<file path="src/rtl/rsa_modexp.sv">
// Sequential modular exponentiation RES = MSG^EXP mod N, right-to-left square-and-multiply.
// One shared modular multiplier is used each cycle: it reduces the message at accept and runs MUL/SQR steps.
module rsa_modexp #(
    parameter int WIDTH = 4
) (
    input  logic               clk,
    input  logic               rst_n,
    input  logic               start,
    input  logic [2*WIDTH-1:0] IN_N,
    input  logic [2*WIDTH-1:0] IN_EXP,
    input  logic [2*WIDTH-1:0] IN_MSG,
    output logic               busy,
    output logic               done,
    output logic [2*WIDTH-1:0] OUT_RES,
    output logic               err
);

    localparam int KW = 2 * WIDTH;
    localparam int PW = 2 * KW;
    localparam int IW = (KW > 1) ? $clog2(KW) : 1;
    localparam logic [IW-1:0] IDX_LAST = IW'(KW - 1);

    typedef enum logic [1:0] {
        S_IDLE,
        S_MUL,
        S_SQR,
        S_DONE
    } state_t;

    state_t          r_state;
    state_t          w_next_state;
    logic [KW-1:0]   r_n;
    logic [KW-1:0]   r_e;
    logic [KW-1:0]   r_base;
    logic [KW-1:0]   r_res;
    logic [IW-1:0]   r_idx;
    logic            r_err_next;

    logic [KW-1:0]   w_mul_a;
    logic [KW-1:0]   w_mul_b;
    logic [KW-1:0]   w_mod_n;
    logic [PW-1:0]   w_prod;
    logic [KW-1:0]   w_mod_out;
    logic            w_accept;
    logic            w_last_bit;

    // Restoring shift-subtract reduction of the full product; the remainder stays below 2*n.
    // NOTE: blocking assignments are correct here: rem is a scratch variable evaluated in loop order.
    function automatic logic [KW-1:0] mod_reduce(input logic [PW-1:0] p, input logic [KW-1:0] n);
        logic [KW:0] rem;
        rem = '0;
        for (int i = PW - 1; i >= 0; i--) begin
            rem = {rem[KW-1:0], p[i]};
            if (rem >= {1'b0, n}) begin
                rem = rem - {1'b0, n};
            end
        end
        return rem[KW-1:0];
    endfunction

    assign w_accept   = (r_state == S_IDLE) && start;
    assign w_last_bit = (r_idx == IDX_LAST);

    // NOTE: every always_comb output gets a default first so no path can infer a latch.
    always_comb begin
        w_mul_a = r_res;
        w_mul_b = r_base;
        w_mod_n = r_n;
        unique case (r_state)
            S_IDLE: begin
                w_mul_a = IN_MSG;
                w_mul_b = KW'(1);
                w_mod_n = IN_N;
            end
            S_SQR: begin
                w_mul_a = r_base;
                w_mul_b = r_base;
            end
            default: ;
        endcase
    end

    assign w_prod    = {{KW{1'b0}}, w_mul_a} * {{KW{1'b0}}, w_mul_b};
    assign w_mod_out = mod_reduce(w_prod, w_mod_n);

    always_comb begin
        w_next_state = r_state;
        unique case (r_state)
            S_IDLE: begin
                if (start) begin
                    w_next_state = (IN_N == '0) ? S_DONE : S_MUL;
                end
            end
            S_MUL:  w_next_state = S_SQR;
            S_SQR:  w_next_state = w_last_bit ? S_DONE : S_MUL;
            S_DONE: w_next_state = S_IDLE;
            default: w_next_state = S_IDLE;
        endcase
    end

    always_ff @(posedge clk or negedge rst_n) begin
        if (!rst_n) begin
            r_state <= S_IDLE;
        end else begin
            r_state <= w_next_state;
        end
    end

    // NOTE: sequential state uses non-blocking assignments so all registers see pre-edge values.
    always_ff @(posedge clk or negedge rst_n) begin
        if (!rst_n) begin
            r_n        <= '0;
            r_e        <= '0;
            r_base     <= '0;
            r_res      <= '0;
            r_idx      <= '0;
            r_err_next <= 1'b0;
        end else begin
            unique case (r_state)
                S_IDLE: begin
                    if (w_accept) begin
                        r_n   <= IN_N;
                        r_e   <= IN_EXP;
                        r_idx <= '0;
                        if (IN_N == '0) begin
                            r_err_next <= 1'b1;
                            r_res      <= '0;
                            r_base     <= '0;
                        end else begin
                            r_err_next <= 1'b0;
                            r_base     <= w_mod_out;
                            r_res      <= (IN_N == KW'(1)) ? '0 : KW'(1);
                        end
                    end
                end
                S_MUL: begin
                    if (r_e[r_idx]) begin
                        r_res <= w_mod_out;
                    end
                end
                S_SQR: begin
                    r_base <= w_mod_out;
                    if (!w_last_bit) begin
                        r_idx <= r_idx + 1'b1;
                    end
                end
                default: ;
            endcase
        end
    end

    // Outputs are registered; done/OUT_RES/err update on the edge that leaves DONE.
    always_ff @(posedge clk or negedge rst_n) begin
        if (!rst_n) begin
            busy    <= 1'b0;
            done    <= 1'b0;
            OUT_RES <= '0;
            err     <= 1'b0;
        end else begin
            busy <= (w_next_state != S_IDLE) || (r_state == S_DONE);
            done <= (r_state == S_DONE);
            if (r_state == S_DONE) begin
                OUT_RES <= r_res;
                err     <= r_err_next;
            end
        end
    end

endmodule
</file>
<file path="config.mk">
export PLATFORM = sky130hd
export DESIGN_NAME = rsa_modexp
export DESIGN_NICKNAME = d
export VERILOG_FILES = /design/src/rtl/rsa_modexp.sv
export SDC_FILE = /design/constraint.sdc
export NUM_CORES = 1
export LEC_CHECK = 0
export ABC_AREA = 1
export BUFFER_PORTS_ARGS = -buffer_cell sky130_fd_sc_hd__buf_2
export CAP_MARGIN = 30
export CORE_MARGIN = 2
export CORE_UTILIZATION = 40
export DETAILED_ROUTE_END_ITERATION = 16
export PLACE_DENSITY = 0.56
export SLEW_MARGIN = 20
export SYNTH_ARGS = -nofsm -noshare
export SYNTH_HDL_FRONTEND = slang
export SYNTH_SLANG_ARGS = --single-unit
</file>
<file path="constraint.sdc">
create_clock -name clk -period 43.5 [get_ports clk]
set_input_delay 6.525 -clock clk [delete_from_list [all_inputs] [get_ports clk]]
set_output_delay 6.525 -clock clk [all_outputs]
set_load 0.02 [all_outputs]
</file>
; Word-level counts from Yosys, hierarchy flattened
; Index checks and enable logic that the tools add are counted.
[classes]
n_addsub = 17
mul = 1
magnitude_cmp = 17
eq_ne = 8
muxes = 37
n_reduce_logical = 11
[ops]
columns = cell, count
row1 = 8-bit 2-to-1 mux, 22
row2 = 9-bit by 8-bit >= comparator with 1-bit output, 15
row3 = 8-bit subtractor, 15
row4 = 8-bit case mux with 2 select lines, 3
row5 = 8-bit by 8-bit multiplier with 16-bit output, 1
row6 = "8-bit by 1-bit equality test with 1-bit output, second input constant", 1
row7 = 1-bit by 8-bit >= comparator with 1-bit output, 1
row8 = 8-bit zero test, 1
row9 = 2-bit case mux with 4 select lines, 1
row10 = 1-bit by 8-bit subtractor with 8-bit output, 1
row11 = 2-bit 2-to-1 mux, 3
row12 = 3-bit 2-to-1 mux, 2
row13 = "2-bit != test, second input constant", 3
row14 = 3-bit case mux with 2 select lines, 1
row15 = 3-bit AND reduction, 2
row16 = 2-bit nonzero test, 3
row17 = "2-bit equality test, second input constant", 2
row18 = "3-bit by 4-bit less-than comparator with 1-bit output, second input constant", 1
row19 = 1-bit 2-to-1 mux, 4
row20 = 2-bit AND reduction, 2
row21 = "3-bit by 1-bit adder with 3-bit output, second input constant", 1
row22 = 1-bit binary-select mux with 3-bit select, 1
row23 = "3-bit equality test, second input constant", 1
row24 = "2-bit by 1-bit equality test with 1-bit output, second input constant", 1
row25 = 3 further kinds, 3
[word_totals]
regBits = 49
input_bits = 27
word_cells = 102

; Longest topological paths before layout
; Gate-level depths: netlist (run 1).
[logic_depth]
word_depth = 38
depth_mapped = 260
ltp_nobuf = 249

; Least setup slack after synthesis (run 1)
; No wires, ideal clock.
[synth_timing]
path_kind = input to register
from = input port IN_MSG[7]
to = register r_base[0]
setup_ns = 0.074
t_arrival_ns = 37.375
setup_slack_ns = 6.051
path_stages = 243
n_path_buf = 11
path_cell_list = o21ai_0 > nor2_1 > fa_1 > fa_1 > inv_1 > fa_1 > inv_1 > ha_1 > nand2_1 > nor2_1 > nand3_1 > nand4_1 > nand2_1 > ha_1 > inv_1 > ha_1 > inv_1 > a21oi_4 > [... 207 more ...] > buf_6 > o21ai_2 > inv_1 > ha_1 > nand2_1 > o21ai_0 > a21oi_1 > o21ai_0 > a21oi_1 > o21bai_1 > nand2_1 > nand3_1 > inv_1 > nand3_4 > nand2_1 > nand2_1 > nand2_1 > o21ai_2
[synth_between]
elab_chain_len = 37
word_cells_on_any_way = 52
classes_between = add/sub: 15 / mul: 1 / order compare: 16 / mux: 20
[synth_rtl]
columns = item, line
row1 = start: declaration, 11  ; input logic [2*WIDTH-1:0] IN_MSG,
row2 = 8-bit case mux with 2 select lines (*), 69  ; unique case (r_state)
row3 = 8-bit by 8-bit multiplier with 16-bit output (*), 83  ; assign w_prod = {{KW{1'b0}}, w_mul_a} * {{KW{1'b0}}, w_mul_b};
row4 = 1-bit by 8-bit subtractor with 8-bit output or 1-bit by 8-bit >= comparator with 1-bit output (tied branches), "55, 54"
row5 = 8-bit 2-to-1 mux, 54  ; if (rem >= {1'b0, n}) begin
row6 = 8-bit subtractor or 9-bit by 8-bit >= comparator with 1-bit output (tied branches), "55, 54"
row7 = 8-bit 2-to-1 mux, 54
row8 = 8-bit subtractor or 9-bit by 8-bit >= comparator with 1-bit output (tied branches), "55, 54"
row9 = 8-bit 2-to-1 mux, 54
row10 = [... 21 more ...], n/a
row11 = 8-bit 2-to-1 mux (*), 54
row12 = 8-bit subtractor or 9-bit by 8-bit >= comparator with 1-bit output (tied branches), "55, 54"
row13 = 8-bit 2-to-1 mux (*), 54
row14 = 9-bit by 8-bit >= comparator with 1-bit output (*), 54
row15 = 8-bit 2-to-1 mux (*), 54
row16 = 8-bit 2-to-1 mux, 125  ; if (IN_N == '0) begin
row17 = 8-bit 2-to-1 mux, 121  ; if (w_accept) begin
row18 = 8-bit case mux with 2 select lines (*), 119  ; unique case (r_state)
row19 = end signal: assignment, 131  ; r_base <= w_mod_out;
row20 = end signal: assignment, 142  ; r_base <= w_mod_out;
row21 = end: declaration, 34  ; logic [KW-1:0] r_base;
; Every way passes the cells marked *; elsewhere a longest branch is shown, timed or not. The select of a mux whose other input is x is not followed.
; A chain may end at the register's enable or synchronous reset.

; Final worst setup path (run 1)
[layout_timing]
from = input port IN_MSG[7]
to = register r_base[3]
[layout_between]
elab_chain_len = 37
word_cells_on_any_way = 53
classes_between = add/sub: 16 / mul: 1 / order compare: 16 / mux: 20
[layout_rtl]
columns = item, line
row1 = 8-bit case mux with 2 select lines (*), 69
row2 = 8-bit by 8-bit multiplier with 16-bit output (*), 83
row3 = 1-bit by 8-bit subtractor with 8-bit output or 1-bit by 8-bit >= comparator with 1-bit output (tied branches), "55, 54"
row4 = 8-bit 2-to-1 mux, 54
row5 = 8-bit subtractor or 9-bit by 8-bit >= comparator with 1-bit output (tied branches), "55, 54"
row6 = 8-bit 2-to-1 mux, 54
row7 = 8-bit subtractor or 9-bit by 8-bit >= comparator with 1-bit output (tied branches), "55, 54"
row8 = 8-bit 2-to-1 mux, 54
row9 = [... 21 more ...], n/a
row10 = 8-bit 2-to-1 mux (*), 54
row11 = 9-bit by 8-bit >= comparator with 1-bit output or 8-bit subtractor (tied branches), "54, 55"
row12 = 8-bit 2-to-1 mux (*), 54
row13 = 8-bit subtractor or 9-bit by 8-bit >= comparator with 1-bit output (tied branches), "55, 54"
row14 = 8-bit 2-to-1 mux (*), 54
row15 = 8-bit 2-to-1 mux, 125
row16 = 8-bit 2-to-1 mux, 121
row17 = 8-bit case mux with 2 select lines (*), 119
; Marked as above.

==> results by group, run 1 <==
Worst setup path
  • Reg2reg path depth: 239
  • Crit path DAT: 39,880 ps
  • Max incr delay on CP: 530 ps
  • CP endpoint: r_base[3]
  • Largest fanout on the critical path: 16
  • CP Launch Point: IN_MSG[7]
  • CP Launch Type: input port
  • Flop2flop setup slack: 7560 ps
  • Critical path endpoint category: flop
  • CP max-delay cell: fa_1
  • Kind of critical path: in2reg
  • WP data required: 43,680 ps
  • RR Startpoint: r_state[0]
  • Cell repeated most along the worst path: nand2_1
  • R2R Path End: r_base[3]

Drt
  • Via count: 10,381
  • Vias per cell: 4.94
  • Initial DRC Count: 538
  • First-pass DRT Iterations: 5
  • Post-route DRC: 0
  • Final wirelength: 28.3 mm
  • Mean routed wirelength per cell: 13.5 um
  • Post-route ant nets: 0

Clock tree
  • Bufs on Longest Clock Path: 2
  • H-tree levels: 2
  • Clock sink count: 49
  • Inserted Clock Buffers: 5
  • CTS tree: done
  • Clock latency on the worst-skew pair: 290 ps
  • Worst-path clk slew: 70 ps
  • Clock Root Buffer: clkbuf_16

Place
  • Port Buffer Count: 37
  • DP Worst Slack: 1240 ps
  • Final GP Congestion: 0.841
  • Placed wire-length estimate: 22.8 mm
  • Area post-placement: 11,800 sq um

STA
  • Max Transition Viols Final: 0
  • Final WS setup: 3800 ps
  • Final hold vios: 0
  • Rel. slew slack: 39.9%
  • Slew @ Worst Pin: 902 ps
  • Crit path time final: 39,700 ps
  • # setup viols final: 0
  • Skew final: 3.58 ps
  • Final Cycle Share: 91.3%
  • F_max: 0.0252 GHz

Yosys
  • Yosys reg bits: 49
  • Synthesized Nets: 1,915
  • Dominant cell type by area after synthesis: ha_1
  • Ys Warns: 0
  • Cell Area, Synth: 11,300 sq um
  • Syn Area/Cell: 6.71 sq um
  • Post-synth top area share: 17.8%
  • Share of flip-flops with an asynchronous set or reset: 100%
  • EDFF count, synth: 0
  • Synthesized instance count: 1,677
  • Post-synthesis sequential area ratio: 10.9%
  • Most used DFF post-synth: dfrtp_1
  • Synth unique cells: 47
  • Top cells by area, synth: ha_1 (18%), nand2_1 (14%), dfrtp_1 (11%), inv_1 (9.9%), fa_1 (9.1%)

Layout
  • Final nets: 1,959
  • Antenna cells: 0
  • FILL cells: 3,024
  • Final instance area: 12,200 sq um
  • Layout area overhead: 8.13%
  • Proportion of layout cells with a drive suffix above 1: 10.9%

GRT
  • Overflow after GRT: 0
  • Antenna violations before repair: 0
  • Global-route wire length before repair: 47.6 mm
  • Total track usage: 19.7%
  • Number of global-route vias before repair: 9,853
  • Pin count of the biggest net entering global routing: 50

Status
  • Outcome: completed

Die
  • Initial cell density of the core: 40.5%
  • CORE AREA: 27,800 sq um
  • Cell row count: 61
  • Die area: 29,500 sq um
  • Die width: 172 um
  • Die height: 172 um
  • I/O pin cnt: 38

Min path
  • Hold WC Path Type: reg2reg

Run
  • Max-cap violations: 0
cells by family (layout without fill, tap and decap cells):
logic type | Yosys count | after routing | synth area share [%]
buffers and inverters | 331 | 376 | 11.9
and+or+nand+nor | 738 | 738 | 30.4
AOI/OAI and AO/OA | 257 | 257 | 12.9
DFF | 49 | 49 | 10.9
adders and majority gates | 211 | 211 | 26.8
xor gates and xnor gates | 91 | 91 | 7.08
cell usage after synthesis (2+ instances only):
master	n
o221ai_1	3
nand3_1	72
o21a_1	7
o22ai_1	3
inv_1	297
o21ai_1	26
nor4_1	4
a31oi_1	2
nand2_1	414
o21ai_0	91
nor2_1	119
buf_6	12
nor3_1	10
nand2_4	3
clkbuf_1	7
a21oi_4	2
or3_1	2
xnor2_1	27
nand3_2	24
a21oi_1	85
o21bai_1	15
ha_1	160
nor2_4	7
nand2_2	25
o211ai_1	3
clkinv_1	2
and2_1	3
or2_2	6
o311ai_0	2
nand4_1	27
nor2_2	7
a211oi_1	4
o21ai_2	10
xor2_1	64
fa_1	51
nand3_4	8
inv_2	11
dfrtp_1	49
or4_1	5
worst max-delay path: cells and delay by family:
| kind | cells | cell delay, ps |
|---|---|---|
| compound gates | 75 | 12590 |
| simple gates | 100 | 10420 |
| fa+ha+maj | 21 | 6960 |
| buf+inv | 39 | 3340 |
registers in the layout, indices dropped and copies added, names as in the netlist:
| register | count |
|---|---|
| r_base | 8 |
| err | 1 |
| done | 1 |
| r_res | 8 |
| r_err_next | 1 |
| busy | 1 |
| r_e | 8 |
| r_state | 2 |
| r_idx | 3 |
| OUT_RES | 8 |
| r_n | 8 |
final cells by class:
class	count	area [sq um]	area share [%]
repair buffers	57	333	2.73
clock buffers	7	153	1.25
inverters	311	1170	9.61
flip-flops and latches	49	1230	10.1
clock inverters	1	5.00	0.0411
multi-input cells	1297	8820	72.4
well taps	378	473	3.88
metal layers:
layer	wire, um	GRT usage, %
met1	14600	28.7
met2	12800	32.5
met3	667	1.52
met4	194	2.23
met5	0	0
cells in the final DEF, fill, tap and decap left out, drive strengths merged, types with 9 or more instances in the layout:
cell type,n
nand2,442
fa,51
inv,309
o21ai,127
xnor2,27
dfrtp,49
clkbuf,9
xor2,64
nand3,104
ha,160
nor3,10
buf,55
nand4,27
a21oi,88
o21bai,15
nor2,133
worst min path at each step:
stage / to / slack (ps) / cells after the start / from
global route: err / 490 / 2 / r_err_next
floorplan: err / 440 / 2 / r_err_next
global placement: r_e[5] / 460 / 2 / r_e[5]
finish: err / 470 / 2 / r_err_next
CTS: err / 470 / 2 / r_err_next
detailed placement: err / 460 / 2 / r_err_next
through the flow:
step	setup TNS, ps	hold slack (ps)	std cells	utilization (%)
after floorplan	0	442	1677	-
after global placement	0	459	2081	42.6
after detailed placement	0	458	2081	42.6
after CTS	0	473	2089	43.2
after global routing	-985	488	2100	43.8
final	0	474	2100	43.8
repair_timing:
action	CTS	global route
buffers inserted	0	9
hold buffers	0	0
resized for setup	0	31
setup endpoints to repair	0	16
Power of run 1 is not shown: default switching activity piles up to over one toggle a cycle in this logic, so the estimate is an artifact.
==> inputs of run 2 (changes only) <==
CORE_UTILIZATION = 50   (was 40)
GPL_ROUTABILITY_DRIVEN = 0   (was not set)
PLACE_DENSITY = 0.67   (was 0.56)
==> results by group, run 2 (synthesis results as in run 1) <==
Drt
  • First-pass DRT Iterations: 5
  • Final wirelength: 27.7 mm
  • Vias per cell: 5.24
  • Via count: 10,463
  • Mean routed wirelength per cell: 13.8 um
  • Post-route DRC: 0
  • Post-route ant nets: 0
  • Initial DRC Count: 565

Die
  • Initial cell density of the core: 51.3%
  • Die width: 154 um
  • Die area: 23,700 sq um
  • Die height: 154 um
  • Cell row count: 54
  • I/O pin cnt: 38
  • CORE AREA: 22,000 sq um

STA
  • Crit path time final: 39,560 ps
  • F_max: 0.0253 GHz
  • Rel. slew slack: 38.2%
  • Slew @ Worst Pin: 924 ps
  • Max Transition Viols Final: 0
  • Final hold vios: 0
  • # setup viols final: 0
  • Skew final: 6.08 ps
  • Final Cycle Share: 90.9%

Worst setup path
  • CP max-delay cell: fa_1
  • R2R Path End: r_res[2]
  • CP bufs+invs: 36
  • Max incr delay on CP: 530 ps
  • Reg2reg path depth: 234
  • Worst path top cell family by delay: compound AO/OA/AOI/OAI gates
  • Cell repeated most along the worst path: nand2_1
  • CP endpoint: r_res[2]
  • WP data required: 43,670 ps
  • WP depth: 230
  • Critical path endpoint category: flop
  • Kind of critical path: in2reg
  • CP Launch Point: IN_MSG[7]
  • RR Startpoint: r_state[0]
  • Largest fanout on the critical path: 16
  • Flop2flop setup slack: 7630 ps
  • Crit path DAT: 39,730 ps
  • CP Launch Type: input port

GRT
  • Global-route wire length before repair: 46.4 mm
  • Overflow after GRT: 0
  • Pin count of the biggest net entering global routing: 50
  • Antenna violations before repair: 0
  • Total track usage: 23.3%
  • Number of global-route vias before repair: 9,870

Status
  • Outcome: completed

Layout
  • FILL cells: 2,218
  • Layout area overhead: 6.53%
  • Final nets: 1,956
  • Final Non-Filler Cells: 1,997
  • Antenna cells: 0
  • Proportion of layout cells with a drive suffix above 1: 10.4%
  • Most common cell after layout, fill and taps aside: nand2_1
  • Most frequent cells in the layout: nand2_1 (414), inv_1 (297), ha_1 (160)

Place
  • Placed Instances: 1,982
  • Port Buffer Count: 37
  • Placed wire-length estimate: 22.4 mm

Clock tree
  • Clock Root Buffer: clkbuf_16
  • Cts hold-fix bufs: 0
  • Worst-path clk slew: 60 ps
  • Bufs on Longest Clock Path: 2
  • Inserted Clock Buffers: 5
  • Clock latency on the worst-skew pair: 290 ps
  • H-tree levels: 2
  • Clock sink count: 49
  • CTS tree: done

Min path
  • Hold WC Path Type: reg2reg

Run
  • Max-cap violations: 0
[run 2: worst min-delay path by stage]
stage | start | to | slack [ps] | cells after the start
floorplan | r_err_next | err | 440 | 2
global placement | r_err_next | err | 450 | 2
detailed placement | r_err_next | err | 460 | 2
CTS | r_err_next | err | 470 | 2
global route | r_e[7] | r_e[7] | 500 | 2
finish | r_err_next | err | 470 | 2
[run 2: per-layer routing]
metal  GRT usage, %  vias up  wire, um
met5              0        -         0
met4           3.34        0       285
met3           2.00       27      1070
met2           38.8      172     12600
met1           33.7     4790     13700
li1               -     5474         -
[run 2: what timing repair did]
item / CTS / global route
gates resized for setup: 0 / 28
buffers inserted: 0 / 8
setup endpoints to repair: 0 / 16
[run 2: worst min-delay path, delay by kind of cell, from the launching register on]
kind	cells	cell delay, ps
flip-flops	1	340
AND/OR/NAND/NOR	2	90
[run 2: layout make-up]
cell class	count	area, sq um	share of cell area (%)
well taps	280	350	2.92
repair buffers	54	310	2.59
clock buffers	5	125	1.04
flip-flops and latches	49	1230	10.2
clock inverters	1	5.00	0.0417
multi-input cells	1297	8810	73.4
inverters	311	1170	9.75
[run 2: per-stage QoR]
stage	utilization [%]	setup TNS, ps	hold slack [ps]	instance area, sq um	setup slack, ps
3_3_place_gp	53.3	0	454	11700	2600
2_1_floorplan	-	0	442	11300	6050
5_1_grt	54.6	-78.8	500	12000	-25.6
6_report	54.6	0	467	12000	3940
4_1_cts	53.9	0	472	11800	1860
3_5_place_dp	53.3	0	457	11700	1640
Power of run 2 is left out for the same reason.
==> inputs of run 3 (changes only) <==
GPL_TIMING_DRIVEN = 0   (was not set)
==> results by group, run 3 (synthesis results as in run 1) <==
Status
  • Outcome: completed

Worst setup path
  • CP endpoint: r_res[2]
  • Flop2flop setup slack: 6800 ps
  • CP max-delay cell: fa_1
  • CP Launch Point: IN_MSG[7]
  • R2R Path End: r_res[2]
  • Largest fanout on the critical path: 10
  • Critical path endpoint category: flop
  • Crit path DAT: 40,320 ps
  • Cell repeated most along the worst path: nand2_1
  • CP Launch Type: input port
  • WP data required: 43,670 ps
  • Reg2reg path depth: 248
  • Max incr delay on CP: 520 ps
  • Kind of critical path: in2reg
  • RR Startpoint: r_state[0]

STA
  • Final Cycle Share: 92.3%
  • F_max: 0.0249 GHz
  • Slew @ Worst Pin: 944 ps
  • Final hold vios: 0
  • # setup viols final: 0
  • Hold_ws: 466 ps
  • Max Transition Viols Final: 0
  • Crit path time final: 40,140 ps
  • Skew final: 4.97 ps
  • Rel. slew slack: 36.9%

Die
  • I/O pin cnt: 38
  • Die width: 154 um
  • CORE AREA: 22,000 sq um
  • Cell row count: 54
  • Initial cell density of the core: 51.3%
  • Die area: 23,700 sq um
  • Die height: 154 um

GRT
  • Overflow after GRT: 0
  • Total track usage: 23.4%
  • Global-route wire length before repair: 46.6 mm
  • Number of global-route vias before repair: 10,003
  • Pin count of the biggest net entering global routing: 33
  • Antenna violations before repair: 0

Layout
  • Most frequent cells in the layout: nand2_1 (413), inv_1 (297), ha_1 (159)
  • Proportion of layout cells with a drive suffix above 1: 11.5%
  • Layout area overhead: 8.56%
  • Most common cell after layout, fill and taps aside: nand2_1
  • Final Non-Filler Cells: 2,016
  • Final nets: 1,973
  • Antenna cells: 0
  • Final instance area: 12,200 sq um

Clock tree
  • Inserted Clock Buffers: 5
  • Clock sink count: 49
  • Cts hold-fix bufs: 0
  • H-tree levels: 2
  • Clock latency on the worst-skew pair: 290 ps
  • Bufs on Longest Clock Path: 2
  • Clock Root Buffer: clkbuf_16
  • Worst-path clk slew: 60 ps
  • CTS tree: done

Place
  • Placed wire-length estimate: 23.0 mm
  • Area post-placement: 11,900 sq um
  • Placed Instances: 2,000
  • Port Buffer Count: 37

Drt
  • Post-route ant nets: 0
  • First-pass DRT Iterations: 5
  • Final wirelength: 27.5 mm
  • Mean routed wirelength per cell: 13.7 um
  • Via count: 10,636
  • Initial DRC Count: 557
  • Post-route DRC: 0
  • Vias per cell: 5.28

Min path
  • Hold WC Path Type: reg2reg

Run
  • Max-cap violations: 0
-- run 3: cell types whose count changed in the layout (fill, tap and decap cells not counted), moves of 2 or more --
cell      previous run  this run
buf_6                0        14
o21ai_0             80        78
buf_8                0         2
a21oi_2              1         8
clkbuf_1             0         8
nand3_2             19        23
a21oi_1             85        78
nand3_4             13         9
buf_4               16         8
-- run 3: layer usage --
| metal | share of wire (%) | wire length [um] | up-vias | GRT usage [%] |
|---|---|---|---|---|
| li1 | - | - | 5499 | - |
| met1 | 49 | 13600 | 4902 | 33.7 |
| met2 | 45 | 12500 | 204 | 39.0 |
| met3 | 4.3 | 1170 | 31 | 2.25 |
| met4 | 1.1 | 295 | 0 | 3.34 |
| met5 | 0 | 0 | - | 0 |
-- run 3: what timing repair did --
action	CTS	global route
setup buffers	0	7
resized for setup	0	33
endpoints found under the setup margin	0	16
-- run 3: how the worst min path moves through the flow --
stage	startpoint	end	slack, ps	cells past startpoint
floorplan	r_err_next	err	440	2
global placement	r_err_next	err	450	2
detailed placement	r_err_next	err	450	2
CTS	r_err_next	err	470	2
global route	r_res[3]	r_res[3]	510	2
finish	r_err_next	err	470	2
-- run 3: critical path: cells and delay by family --
kind | cells | cell delay, ps
AO/OA/AOI/OAI | 79 | 12680
adder cells (fa/ha/maj) | 21 | 7100
buffers and inverters | 48 | 4640
AND/OR/NAND/NOR | 94 | 9300
-- run 3: final cells by class --
type | count | area, sq um
inverter | 311 | 1170
timing repair buffer | 51 | 320
clock inverter | 1 | 30.0
multi-input combinational | 1297 | 8810
sequential | 49 | 1230
buffer | 20 | 169
clock buffer | 7 | 143
tap | 280 | 350
fill | 2186 | 9740
-- run 3: metrics by stage --
| stage | TNS (ps) | utilization, % | setup slack [ps] |
|---|---|---|---|
| floorplan | 0 | - | 6050 |
| global placement | 0 | 53.7 | 1860 |
| detailed placement | 0 | 54.2 | 1450 |
| CTS | 0 | 55.0 | 1660 |
| global route | -159 | 55.7 | -43.1 |
| finish | 0 | 55.7 | 3360 |
Power of run 3 is left out for the same reason.
